**config.mk**
```make
export PLATFORM = sky130hd
export DESIGN_NAME = space_monsters_game_seq
export DESIGN_NICKNAME = d
export VERILOG_FILES = /design/src/rtl/space_monsters_game_seq.sv
export SDC_FILE = /design/constraint.sdc
export NUM_CORES = 1
export LEC_CHECK = 0
export ABC_CLOCK_PERIOD_IN_PS = 4300
export BUFFER_PORTS_ARGS = -buffer_cell sky130_fd_sc_hd__buf_2
export CAP_MARGIN = 15
export CELL_PAD_IN_SITES_DETAIL_PLACEMENT = 1
export CELL_PAD_IN_SITES_GLOBAL_PLACEMENT = 2
export CORE_MARGIN = 2
export CORE_UTILIZATION = 30
export DETAILED_ROUTE_END_ITERATION = 12
export PLACE_DENSITY = 0.68
export SLEW_MARGIN = 20
export SYNTH_ARGS = -nofsm -noshare
export SYNTH_HDL_FRONTEND = slang
export SYNTH_SLANG_ARGS = --single-unit
```
**constraint.sdc**
```tcl
create_clock -name clk -period 4.3 [get_ports clk]
set_clock_uncertainty 0.15 [all_clocks]
set_input_delay 0.86 -clock clk [delete_from_list [all_inputs] [get_ports clk]]
set_output_delay 0.86 -clock clk [all_outputs]
set_load 0.02 [all_outputs]
```
**src/rtl/space_monsters_game_seq.sv**
```systemverilog
// -----------------------------------------------------------------------------
// space_monsters_game_seq
//
// Game-flow sequencer for Space Monsters. Tracks the current level out of
// NUM_LEVELS, the remaining lives and a saturating score, and runs a short
// delay between a cleared level and the load of the next one. It sits between
// the block controller (which supplies win / tank_destroyed / kill) and the
// VGA/score display.
//
// Parameters:
//   NUM_LEVELS   levels per game (1..15)
//   LIVES        lives at game start (1..7)
//   SCORE_W      score width in bits
//   LEVEL_BONUS  bonus per cleared level, multiplied by the level number
//   CLEAR_CYCLES cycles spent in CLEAR before the next level loads (>= 1)
//
// Ports:
//   clk            system clock, rising edge
//   rst            synchronous reset, active low
//   start          one-cycle pulse: begin a game / leave an end screen
//   kill           one-cycle pulse: one monster destroyed
//   win            level cleared (from block controller)
//   tank_destroyed tank hit (from block controller)
//   level          current level, 0 while in START
//   level_load     one-cycle strobe: reinitialise playfield for `level`
//   play_en        high only while playing
//   lives          remaining lives
//   score          current score (saturating)
//   game_won       high in SUCCESS
//   game_over      high in FAILED
//   state          encoded state for debug/display
//   hiscore        best end-of-game score (only with the macro below)
//
// Optional feature: define SPACE_MONSTERS_HISCORE_EN to add the `hiscore`
// output, updated on entry to SUCCESS or FAILED and cleared only by rst.
// -----------------------------------------------------------------------------
module space_monsters_game_seq #(
  parameter int NUM_LEVELS   = 4,
  parameter int LIVES        = 3,
  parameter int SCORE_W      = 8,
  parameter int LEVEL_BONUS  = 10,
  parameter int CLEAR_CYCLES = 4
) (
  input  logic               clk,
  input  logic               rst,
  input  logic               start,
  input  logic               kill,
  input  logic               win,
  input  logic               tank_destroyed,
  output logic [3:0]         level,
  output logic               level_load,
  output logic               play_en,
  output logic [2:0]         lives,
  output logic [SCORE_W-1:0] score,
  output logic               game_won,
  output logic               game_over,
  output logic [2:0]         state
`ifdef SPACE_MONSTERS_HISCORE_EN
  ,
  output logic [SCORE_W-1:0] hiscore
`endif
);

  typedef enum logic [2:0] {
    S_START   = 3'd0,
    S_LOAD    = 3'd1,
    S_PLAY    = 3'd2,
    S_CLEAR   = 3'd3,
    S_DEATH   = 3'd4,
    S_SUCCESS = 3'd5,
    S_FAILED  = 3'd6
  } state_t;

  localparam int CLR_W = (CLEAR_CYCLES > 1) ? $clog2(CLEAR_CYCLES) : 1;
  // Extra headroom so kill + bonus can never wrap before saturation.
  localparam int SUM_W = SCORE_W + 8;
  localparam logic [SUM_W-1:0] SCORE_MAX_W = {{8{1'b0}}, {SCORE_W{1'b1}}};

  state_t             state_q, state_d;
  logic [CLR_W-1:0]   clr_q, clr_d;
  logic [3:0]         level_d;
  logic [2:0]         lives_d;
  logic [SCORE_W-1:0] score_d;
  logic [SUM_W-1:0]   sum_w;
  logic [SCORE_W-1:0] score_sat;

  assign state = state_q;

  // NOTE: every signal written here gets a default before the case statement;
  // a path that leaves one unassigned would infer a latch.
  always_comb begin
    state_d = state_q;
    clr_d   = clr_q;
    level_d = level;
    lives_d = lives;
    score_d = score;

    // Kill point and level bonus land in the same update when both occur.
    sum_w = SUM_W'(score) + SUM_W'(kill)
          + (win ? SUM_W'(LEVEL_BONUS) * SUM_W'(level) : '0);
    score_sat = (sum_w > SCORE_MAX_W) ? {SCORE_W{1'b1}} : sum_w[SCORE_W-1:0];

    case (state_q)
      S_START: begin
        if (start) begin
          level_d = 4'd1;
          state_d = S_LOAD;
        end
      end
      S_LOAD: state_d = S_PLAY;
      S_PLAY: begin
        score_d = score_sat;
        // win outranks tank_destroyed: a simultaneous hit costs no life.
        if (win) begin
          clr_d   = CLR_W'(CLEAR_CYCLES - 1);
          state_d = S_CLEAR;
        end else if (tank_destroyed) begin
          if (lives != 3'd0) lives_d = lives - 3'd1;
          state_d = S_DEATH;
        end
      end
      S_CLEAR: begin
        if (clr_q == '0) begin
          if (level == 4'(NUM_LEVELS)) begin
            state_d = S_SUCCESS;
          end else begin
            level_d = level + 4'd1;
            state_d = S_LOAD;
          end
        end else begin
          clr_d = clr_q - CLR_W'(1);
        end
      end
      // lives was already decremented on the way in.
      S_DEATH: state_d = (lives == 3'd0) ? S_FAILED : S_LOAD;
      S_SUCCESS, S_FAILED: begin
        if (start) state_d = S_START;
      end
      default: state_d = S_START;
    endcase

    // START always presents a fresh game, however it was reached.
    if (state_d == S_START) begin
      level_d = 4'd0;
      score_d = '0;
      lives_d = 3'(LIVES);
    end
  end

  // Strobes are decoded from the next state so that every output is a flop
  // that lines up with the state it belongs to.
  // NOTE: sequential state uses non-blocking assignments so all flops update
  // together from values sampled before the edge.
  always_ff @(posedge clk) begin
    if (!rst) begin
      state_q    <= S_START;
      clr_q      <= '0;
      level      <= 4'd0;
      level_load <= 1'b0;
      play_en    <= 1'b0;
      lives      <= 3'(LIVES);
      score      <= '0;
      game_won   <= 1'b0;
      game_over  <= 1'b0;
    end else begin
      state_q    <= state_d;
      clr_q      <= clr_d;
      level      <= level_d;
      level_load <= (state_d == S_LOAD);
      play_en    <= (state_d == S_PLAY);
      lives      <= lives_d;
      score      <= score_d;
      game_won   <= (state_d == S_SUCCESS);
      game_over  <= (state_d == S_FAILED);
    end
  end

`ifdef SPACE_MONSTERS_HISCORE_EN
  // Score is stable through CLEAR/DEATH, so the current score is the final one.
  always_ff @(posedge clk) begin
    if (!rst) begin
      hiscore <= '0;
    end else if ((state_d == S_SUCCESS || state_d == S_FAILED) &&
                 (state_q != state_d) && (score > hiscore)) begin
      hiscore <= score;
    end
  end
`endif

endmodule

```
## Word-level counts from Yosys, hierarchy flattened

Index checks and enable logic that the tools add are counted.

| cells by class | value |
|---|---|
| add/sub/neg operators | 5 |
| multiply operators | 1 |
| divide/modulo/power cells | 0 |
| $lt $le $gt $ge | 1 |
| eq/ne operators | 16 |
| shift-type cells | 0 |
| multiplexer cells | 17 |
| bitwise gates (word level) | 2 |
| reductions and logical operators | 12 |

Operator list:

| cell | number |
|---|---|
| 3-bit two-way mux | 7 |
| 3-bit case mux with 6 select lines | 1 |
| 8-bit two-way mux | 2 |
| 3-bit == test, second input constant | 5 |
| 4-bit two-way mux | 3 |
| 9-bit by 8-bit adder with 10-bit output | 1 |
| 10-bit by 8-bit > comparator with 1-bit output, second input constant | 1 |
| 2-bit != test, second input constant | 5 |
| 8-bit by 1-bit adder with 9-bit output | 1 |
| 3-bit by 2-bit == test with 1-bit output, second input constant | 3 |
| 3-bit zero test | 3 |
| 4-bit case mux with 2 select lines | 1 |
| 4-bit AND reduction | 2 |
| 3-bit by 4-bit multiplier with 7-bit output, first input constant | 1 |
| 3-bit by 1-bit == test with 1-bit output, second input constant | 2 |
| 4-bit by 1-bit adder with 4-bit output, second input constant | 1 |
| 4-bit by 3-bit == test with 1-bit output, second input constant | 1 |
| 2-bit two-way mux | 2 |
| 2-bit case mux with 2 select lines | 1 |
| 2-bit nonzero test | 2 |
| 2-bit OR reduction | 2 |
| 3-bit AND reduction | 1 |
| 3-bit nonzero test | 1 |
| 3-bit by 1-bit subtractor with 3-bit output, second input constant | 1 |
| 3 further kinds | 4 |

| storage, ports and cells | value |
|---|---|
| register bits after elaboration | 24 |
| bits in latches | 0 |
| memory bits (writable) | 0 |
| memory bits (read-only) | 0 |
| output and inout port bits | 22 |
| memories | 0 |

## Logic depth before layout (Yosys ltp)

Gate-level depths: netlist of the first run.

| logic depth | value |
|---|---|
| depth after elaboration | 6 |
| depth in mapped cells | 10 |
| depth with buffers taken out | 10 |

## Worst setup path after synthesis of the first run

OpenSTA, ideal clock, no wires.

| path | value |
|---|---|
| kind | register -> register |
| start point | register level[3] |
| end point | register score[0] |
| library setup time | 119 ps |
| arrival time | 2733 ps |
| path slack | 1298 ps |
| stages on the path, launching flop included | 10 |
| path buffers | 0 |
| cell sequence | dfxtp_1 -> ha_1 -> ha_1 -> fa_1 -> xnor2_1 -> nor2_1 -> ha_1 -> a2111oi_0 -> o21ai_1 -> o221a_2 |

| between the ends | value |
|---|---|
| cells in the longest elaborated chain, start to end | 6 |

RTL lines:

| what | RTL line | text |
|---|---|---|
| start: declaration | 50 | `output logic [3:0] level,` |
| start signal: assignment | 168 | `level <= level_d;` |
| branches (longest 6 deep; another with 9-bit by 8-bit adder with 10-bit output) | -- |  |
| end signal: assignment | 172 | `score <= score_d;` |
| end: declaration | 54 | `output logic [SCORE_W-1:0] score,` |

Parallel ways; which one is timed is not known.
A chain may end at the register's enable or synchronous reset.

## Worst setup path after layout of the first run

| path | value |
|---|---|
| start point | register level[1] |
| end point | register score[0] |

Same word-level chain as after synthesis.

==> impl_metrics.json, run 1 <==
{
  "clkSlewWorstSetupHoldPaths_ns": 0.10,
  "rsz0062_at_grt": "false",
  "final-max-slew-violation-count": 0,
  "tightest_slew_ns": 0.6924,
  "syn_inst": 177,
  "ys.flop_type": "dfxtp_1",
  "ant_nets": 0,
  "wl_per_cell_um": 15.79,
  "gp_congestion": 0.7441,
  "grt_pass1_wl_mm": 7.479,
  "holdBufCountCts": 0,
  "nets": 229,
  "max_slew_margin_pct": 53.41,
  "ys_ff_latch": 24,
  "async_reset_ff_share_pct": 0,
  "clk_path_buf_depth": 2,
  "antenna_found_initial": 0,
  "die_area_mm2": 0.005944,
  "die_x_um": 77.10,
  "r2r_cells": 9,
  "final.setup.worst_slack_ns": 0.9903,
  "post-dp-hpwl_mm": 3.324,
  "vdd_ir_drop_max_uv": 110.6,
  "layout_commonest_cell": "buf_2",
  "post_cts_buffers": 0,
  "hold_violations": 0,
  "worstHoldPathCells": 1,
  "route.vias.total": 1396,
  "area_growth_pct": 16.32,
  "cts_tree": "built",
  "synth_cell_types": 49,
  "coreArea_mm2": 0.005140,
  "insertion_delay_ns": 0.27,
  "min_path_type": "reg2reg",
  "cts.htree.levels": 1,
  "leakage_nw": 0.9393,
  "cp_max_fo": 7,
  "synth_area_leaders": "dfxtp_1 30%, ha_1 13%, o221a_2 4.9%, inv_1 3.7%, nor2_1 3.3%",
  "die-height_um": 77.10,
  "fin_tns_setup_ns": 0,
  "totalWireLength_mm": 4.312,
  "routed_via_density": 5.114,
  "cp-end-kind": "flip-flop",
  "fin_crit_ns": 3.310,
  "io_buffers": 27,
  "setup_violations": 0,
  "worstPathArrival_ns": 3.33,
  "status": "finished clean",
  "track_usage_pct": 15.65,
  "initialDrtViolationCount": 69,
  "ys_seq_area_share_pct": 29.98,
  "maxCapViolCount": 0,
  "start_util_pct": 31.18,
  "grt_pass1_vias": 1532,
  "first_pass_iters": 4,
  "critPathLaunchType": "flip-flop",
  "io_pins": 28,
  "cts_buffers": 3,
  "avgSynthCellArea_um2": 9.055,
  "grt_max_degree": 18,
  "clock-sinks": 24,
  "diodes": 0,
  "drc": 0,
  "cellPowerDensity_mw_per_mm2": 315.3,
  "worstSetupPathType": "reg2reg",
  "root_buffer": "clkbuf_8",
  "fmax_ghz": 0.3021,
  "drive_gt1_share_pct": 22.17,
  "yosysTopAreaCell": "dfxtp_1",
  "mostFrequentLayoutCells": "27 x buf_2, 24 x dfxtp_1, 17 x ha_1",
  "row_count": 26,
  "syn_nets": 202,
  "synth_top_area_share_pct": 29.98,
  "yosysWarnings": 0,
  "overflow": 0,
  "dp_slack_ns": 1.047,
  "cp.required_ns": 4.32,
  "ctsResizeCount": 0,
  "synth_area_mm2": 0.001603,
  "period_share_pct": 76.97,
  "synth-edff-count": 0
}
[worst max-delay path, cell delays in order, from the launching register on]
cell and delay (ns):
dfxtp_1 0.46, ha_1 0.28, ha_1 0.23, fa_1 0.38, xnor2_1 0.15, nor2_1 0.06, ha_1 0.20, a2111oi_0 0.55
o21ai_1 0.39, o221a_2 0.35
[layout make-up]
cell class | instances | area, um^2
multi-input cells | 132 | 1030
fillers | 654 | 3276
flip-flops and latches | 24 | 480.5
well taps | 70 | 87.58
clock buffers | 3 | 41.29
clock inverters | 1 | 30.03
inverters | 16 | 60.06
repair buffers | 27 | 135.1
[registers in the layout, indices dropped and copies added (netlist names)]
register and flops:
score 8, level 4, lives 3, state 3, clr_q 2, game_over 1
game_won 1, level_load 1, play_en 1
[power by group]
group          switching (mW)  internal [mW]  total (mW)
Sequential             0.0175          0.235       0.253
Combinational          0.0782         0.0485       0.127
Clock                  0.0837          0.125       0.208
Total                   0.179          0.408       0.588
[routing by layer]
layer | part of all wire [%] | routed length (um) | track usage [%] | vias to the layer above
met4 | 1.1 | 46 | 4.286 | 0
met3 | 3.4 | 148 | 2.471 | 4
li1 | - | - | - | 694
met5 | 0 | 0 | 0 | -
met1 | 45 | 1933 | 19.28 | 676
met2 | 51 | 2183 | 28.16 | 22
[worst paths after layout]
| kind | slack, ns | startpoint | end |
|---|---|---|---|
| max | 0.99 | level[1] | score[0] |
| min | 0.35 | clr_q[0] | clr_q[0] |
| max reg2reg | 0.99 | level[1] | score[0] |
| min reg2reg | 0.35 | clr_q[0] | clr_q[0] |
[synth_stat cells (2+ instances only)]
library cell and count:
nand2_1 10, nand2b_1 5, o211ai_1 3, mux2i_1 2, and3b_1 2, and2_1 4, a21oi_1 4, buf_2 2
dfxtp_1 24, nand3_1 4, ha_1 17, o21ai_1 3, nor2b_1 3, fa_1 2, a311oi_1 2, xor2_1 5
o221a_2 7, o21bai_1 2, inv_1 16, nor2_1 14, nor3_1 5, a211oi_1 2, o21ai_0 4, xnor2_1 4
nor3b_1 5, a32oi_1 2, and3_1 2
[per-stage QoR]
| stage | power, mW | cells | hold slack, ns | util, % | area [um^2] |
|---|---|---|---|---|---|
| final | 0.5878 | 273 | 0.3529 | 36.27 | 1864 |
| after global routing | 0.6254 | 273 | 0.3900 | 36.27 | 1864 |
| after CTS | 0.5974 | 273 | 0.3557 | 36.27 | 1864 |
| after detailed placement | 0.3873 | 269 | 0.3413 | 34.88 | 1793 |
| after global placement | 0.3814 | 269 | 0.3116 | 34.88 | 1793 |
| after floorplan | 0.3481 | 177 | 0.2963 | - | 1603 |
[logic make-up after synthesis]
family	synth area share (%)
buffers and inverters	5.777
adder cells (fa/ha/maj)	15.77
AO/OA/AOI/OAI	19.91
flip-flops	29.98
AND/OR/NAND/NOR	21.70
XOR/XNOR	4.918
multiplexers	1.952
(Power assumes the default switching activity.)
==> run 2, diff against run 1 <==
--- a/config.mk
+++ b/config.mk
@@ -5,7 +5,7 @@
 export SDC_FILE = /design/constraint.sdc
 export NUM_CORES = 1
 export LEC_CHECK = 0
-export ABC_CLOCK_PERIOD_IN_PS = 4300
+export ABC_CLOCK_PERIOD_IN_PS = 3000
 export BUFFER_PORTS_ARGS = -buffer_cell sky130_fd_sc_hd__buf_2
 export CAP_MARGIN = 15
 export CELL_PAD_IN_SITES_DETAIL_PLACEMENT = 1
@@ -13,7 +13,7 @@
 export CORE_MARGIN = 2
 export CORE_UTILIZATION = 30
 export DETAILED_ROUTE_END_ITERATION = 12
-export PLACE_DENSITY = 0.68
+export PLACE_DENSITY = 0.71
 export SLEW_MARGIN = 20
 export SYNTH_ARGS = -nofsm -noshare
 export SYNTH_HDL_FRONTEND = slang
==> constraint.sdc (replaced) <==
create_clock -name clk -period 3 [get_ports clk]
set_clock_uncertainty 0.15 [all_clocks]
set_input_delay 0.6 -clock clk [delete_from_list [all_inputs] [get_ports clk]]
set_output_delay 0.6 -clock clk [all_outputs]
set_load 0.02 [all_outputs]
==> run 2 against run 1 <==
Compared with the run above:
- non-clock buffer count increased by 8
- final area increased by 4.3%
- combinational power up 54%
- core utilization increased by 1.6 points
- first-iteration DRC count decreased by 48%
- register-to-register slack worse by 0.78 ns
- critical endpoint is now score[2]
==> impl_metrics.json, run 2 (synthesis results as in run 1) <==
{
  "final-max-slew-violation-count": 0,
  "holdBufCountCts": 0,
  "wl_per_cell_um": 15.52,
  "cellPowerDensity_mw_per_mm2": 435.0,
  "cp_max_fo": 7,
  "max_slew_margin_pct": 57.88,
  "clock-sinks": 24,
  "leakage_nw": 0.9827,
  "die_x_um": 77.10,
  "initialDrtViolationCount": 36,
  "nets": 237,
  "regArea_um2": 481.7,
  "maxCapViolCount": 0,
  "drc": 0,
  "ant_nets": 0,
  "cts.htree.levels": 1,
  "root_buffer": "clkbuf_8",
  "dp_slack_ns": -0.04394,
  "overflow": 0,
  "r2r_cells": 10,
  "r2r_slack_ns": 0.21,
  "top_regs": "score: 8 flops, level: 4 flops",
  "cts_buffers": 3,
  "die-height_um": 77.10,
  "antenna_found_initial": 0,
  "grt_max_degree": 16,
  "multi_input_area_mm2": 0.001049,
  "period_share_pct": 92.90,
  "setup_violations": 0,
  "layout_commonest_cell": "buf_2",
  "hold_end": "clr_q[0]",
  "worstSetupPathType": "reg2reg",
  "post-dp-hpwl_mm": 3.474,
  "routed_via_density": 5.103,
  "insertion_delay_ns": 0.27,
  "clk_path_buf_depth": 2,
  "coreArea_mm2": 0.005140,
  "critPathLaunchType": "flip-flop",
  "gp_congestion": 0.7608,
  "min_path_type": "reg2reg",
  "hold_slack_ns": 0.3438,
  "drive_gt1_share_pct": 26.07,
  "cp.required_ns": 3.02,
  "start_util_pct": 31.18,
  "die_area_mm2": 0.005944,
  "vdd_ir_drop_max_uv": 179.1,
  "track_usage_pct": 15.67,
  "row_count": 26,
  "fill_cells": 644,
  "clkSlewWorstSetupHoldPaths_ns": 0.09,
  "fin_crit_ns": 2.787,
  "io_pins": 28,
  "first_pass_iters": 4,
  "largest_register_ffs": 8,
  "min-delay-start": "clr_q[0]",
  "worstPathArrival_ns": 2.80,
  "io_buffers": 27,
  "r2r-start": "level[1]",
  "tightest_slew_ns": 0.6260,
  "cp-end-kind": "flip-flop",
  "mostFrequentLayoutCells": "27 x buf_2, 23 x dfxtp_1, 17 x ha_1",
  "total_power_mw": 0.8457,
  "route.vias.total": 1434,
  "hold_violations": 0,
  "rsz0062_at_grt": "false",
  "cts_tree": "built",
  "fmax_ghz": 0.3588,
  "status": "finished clean",
  "totalWireLength_mm": 4.362,
  "final.setup.worst_slack_ns": 0.2130,
  "worstHoldPathCells": 1,
  "regToRegEndpoint": "score[2]",
  "area_growth_pct": 21.31,
  "grt_pass1_vias": 1567,
  "grt_pass1_wl_mm": 7.507,
  "regMostFlops": "score",
  "diodes": 0
}
[run 2: worst max-delay path: stages, from the launching register on]
cell and delay [ns]:
dfxtp_1 0.33, ha_1 0.30, ha_1 0.23, fa_1 0.38, xnor2_1 0.15, nor2_1 0.06
ha_1 0.23, a2111oi_4 0.33, o21ai_1 0.11, buf_4 0.18, o221a_2 0.25
[run 2: stage by stage]
step | utilization, % | cell area [um^2] | setup TNS [ns] | cells
2_1_floorplan | - | 1604 | 0 | 177
3_3_place_gp | 36.08 | 1854 | 0 | 277
3_5_place_dp | 36.08 | 1854 | -0.2603 | 277
4_1_cts | 37.49 | 1927 | 0 | 281
5_1_grt | 37.83 | 1944 | 0 | 281
6_report | 37.83 | 1944 | 0 | 281
[run 2: report_power, final]
group | switching [mW] | internal (mW) | total (mW)
logic | 0.118 | 0.0782 | 0.196
registers | 0.0235 | 0.337 | 0.361
clock network | 0.110 | 0.178 | 0.289
[run 2: area by class of cell]
cell class | instances | area share [%]
clock buffer | 3 | 2.124
clock inverter | 1 | 1.544
inverter | 16 | 3.089
multi-input combinational | 132 | 53.93
sequential | 24 | 24.77
tap | 70 | 4.505
timing repair buffer | 35 | 10.04
[run 2: what timing repair did]
action                     CTS  global route
cloned                       0             0
hold endpoints to repair     0             0
pin swaps                    0             0
buffers inserted             0             0
setup endpoints to repair    7             7
gates resized for setup      1             2
[run 2: how the worst max path moves through the flow]
stage,start,slack [ns],cells after the start,endpoint
3_3_place_gp,level[1],0.13,10,score[7]
3_5_place_dp,level[1],-0.04,10,score[5]
5_1_grt,level[1],0.04,10,score[5]
6_report,level[1],0.21,10,score[2]
2_1_floorplan,level[1],0.01,9,score[0]
4_1_cts,level[1],0.03,10,score[5]
[run 2: routing by layer]
layer,track usage [%],up-vias,part of all wire [%]
met5,0,-,0
met3,2.471,6,2.7
met2,28.51,22,52
met4,4.821,0,1.9
met1,18.81,700,44
li1,-,706,-
==> run 3, diff against run 2 <==
--- a/config.mk
+++ b/config.mk
@@ -10,7 +10,7 @@
 export CAP_MARGIN = 15
 export CELL_PAD_IN_SITES_DETAIL_PLACEMENT = 1
 export CELL_PAD_IN_SITES_GLOBAL_PLACEMENT = 2
-export CORE_MARGIN = 2
+export CORE_MARGIN = 4
 export CORE_UTILIZATION = 30
 export DETAILED_ROUTE_END_ITERATION = 12
 export PLACE_DENSITY = 0.71
==> run 3 against run 2 <==
Compared with the run above:
- combinational power about the same
- clock power down 22%
- sequential power about the same
- core utilization down 0.56 points
- count of clock-buffer cells in the layout up 1
- largest power group unchanged
==> impl_metrics.json, run 3 (synthesis results as in run 1) <==
{
  "status": "finished clean",
  "rsz0062_at_grt": "false",
  "track_usage_pct": 13.65,
  "post-dp-hpwl_mm": 3.401,
  "clock-sinks": 24,
  "min_path_type": "reg2reg",
  "switching_share_pct": 31.69,
  "fin_area_mm2": 0.001916,
  "totalWireLength_mm": 4.194,
  "maxCapViolCount": 0,
  "cp.required_ns": 3.01,
  "hold_slack_ns": 0.3529,
  "r2r-start": "level[1]",
  "route.vias.total": 1421,
  "fmax_ghz": 0.3548,
  "cts_tree": "built",
  "intPower_mw": 0.5312,
  "setup_violations": 0,
  "wl_per_cell_um": 14.93,
  "place_area_mm2": 0.001854,
  "overflow": 0,
  "start_util_pct": 31.18,
  "die_x_um": 81.10,
  "cp-end-kind": "flip-flop",
  "top_regs": "score: 8 flops, level: 4 flops",
  "coreArea_mm2": 0.005140,
  "ant_nets": 0,
  "largest_register_ffs": 8,
  "antenna_found_initial": 0,
  "regMostFlops": "score",
  "clk_path_buf_depth": 2,
  "nets": 237,
  "hold_violations": 0,
  "row_count": 26,
  "regArea_um2": 481.7,
  "drive_gt1_share_pct": 26.07,
  "first_pass_iters": 4,
  "holdBufCountCts": 0,
  "combinationalPowerShare_pct": 24.9,
  "layout_commonest_cell": "buf_2",
  "gp_congestion": 0.7737,
  "grt_pass1_wl_mm": 7.024,
  "hold_end": "clr_q[0]",
  "routed_via_density": 5.057,
  "initialDrtViolationCount": 38,
  "tightest_slew_ns": 0.6069,
  "r2r_cells": 10,
  "min-delay-start": "clr_q[0]",
  "final_core_util_pct": 37.27,
  "io_pins": 28,
  "grt_max_degree": 16,
  "cp_max_fo": 7,
  "power.share.clock_pct": 28.9,
  "crit_path_max_incr_delay_ns": 0.38,
  "max_slew_margin_pct": 59.17,
  "crit_slowest_cell": "fa_1",
  "r2r_slack_ns": 0.18,
  "cts.htree.levels": 1,
  "fill_cells": 652,
  "vdd_ir_drop_max_uv": 230.5,
  "multi_input_area_mm2": 0.001036,
  "drc": 0,
  "regToRegEndpoint": "score[2]",
  "cp_common_cell": "ha_1",
  "period_share_pct": 93.96,
  "worstSetupPathType": "reg2reg",
  "cts_buffers": 3,
  "worstPathArrival_ns": 2.83,
  "fin_crit_ns": 2.819,
  "die-height_um": 81.10,
  "area_growth_pct": 19.52,
  "critPathLaunchType": "flip-flop",
  "clkSlewWorstSetupHoldPaths_ns": 0.09,
  "cellPowerDensity_mw_per_mm2": 405.9,
  "p_sw_mw": 0.2464,
  "worstHoldPathCells": 1,
  "root_buffer": "clkbuf_8",
  "final-max-slew-violation-count": 0,
  "leakage_nw": 0.9750,
  "io_buffers": 27,
  "mostFrequentLayoutCells": "27 x buf_2, 23 x dfxtp_1, 17 x ha_1",
  "cp_cell_sequence": "ha_1 > ha_1 > fa_1 > xnor2_1 > nor2_1 > ha_1 > a2111oi_2 > o21ai_1 > buf_4 > o221a_2",
  "insertion_delay_ns": 0.27,
  "die_area_mm2": 0.006576,
  "diodes": 0,
  "pwr-share-seq_pct": 46.2,
  "grt_pass1_vias": 1480
}
run 3: cell count changes in the layout (fill, tap and decap cells not counted), sizes merged:
cell / change
bufinv: -1
clkbuf: +1
run 3: stage by stage:
step | setup WS (ns) | setup TNS [ns] | total power, mW | cells
floorplan | 0.01251 | 0 | 0.4990 | 177
global placement | 0.1406 | 0 | 0.5522 | 277
detailed placement | -0.02193 | -0.1073 | 0.5607 | 277
CTS | 0.05552 | 0 | 0.7881 | 281
global route | 0.03249 | 0 | 0.8215 | 281
finish | 0.1812 | 0 | 0.7776 | 281
run 3: cell type report:
cell class	count	area share (%)
Multi-Input combinational cell	132	54.08
Sequential cell	24	25.15
Clock buffer	4	2.874
Inverter	16	3.135
Timing Repair Buffer	35	10.19
Tap cell	70	4.572
run 3: how the worst max path moves through the flow:
stage,start,to,slack [ns],depth (start not counted)
finish,level[1],score[2],0.18,10
CTS,level[1],score[2],0.06,10
global route,level[1],score[7],0.03,10
floorplan,level[1],score[0],0.01,9
global placement,level[1],score[7],0.14,10
detailed placement,level[1],score[2],-0.02,10
run 3: timing repair:
action,CTS,global route
setup buffers,0,0
hold endpoints to repair,0,0
gates resized for setup,1,1
setup endpoints to repair,7,7
run 3: critical path: cells and delay by family (launching register included):
| kind | cells | cell delay [ns] |
|---|---|---|
| AND/OR/NAND/NOR | 1 | 0.06 |
| adder cells (fa/ha/maj) | 4 | 1.11 |
| buffers and inverters | 1 | 0.18 |
| flip-flops | 1 | 0.33 |
| AO/OA/AOI/OAI | 3 | 0.74 |
| XOR/XNOR | 1 | 0.14 |
run 3: per-layer routing:
| layer | share of wire [%] | global-route usage [%] | vias up | routed length [um] |
|---|---|---|---|---|
| li1 | - | - | 708 | - |
| met1 | 47 | 16.51 | 690 | 1976 |
| met2 | 49 | 24.96 | 19 | 2074 |
| met3 | 2.6 | 2.772 | 4 | 111 |
| met4 | 0.76 | 2.534 | 0 | 32 |
| met5 | 0 | 0 | - | 0 |
run 3: power groups by stage:
| stage | Sequential, mW | Clock (mW) | Combinational [mW] |
|---|---|---|---|
| final | 0.360 | 0.225 | 0.193 |
| after global routing | 0.364 | 0.243 | 0.214 |
| after CTS | 0.360 | 0.233 | 0.195 |
| after detailed placement | 0.367 | 0 | 0.194 |
| after global placement | 0.366 | 0 | 0.187 |
| after floorplan | 0.379 | 0 | 0.120 |
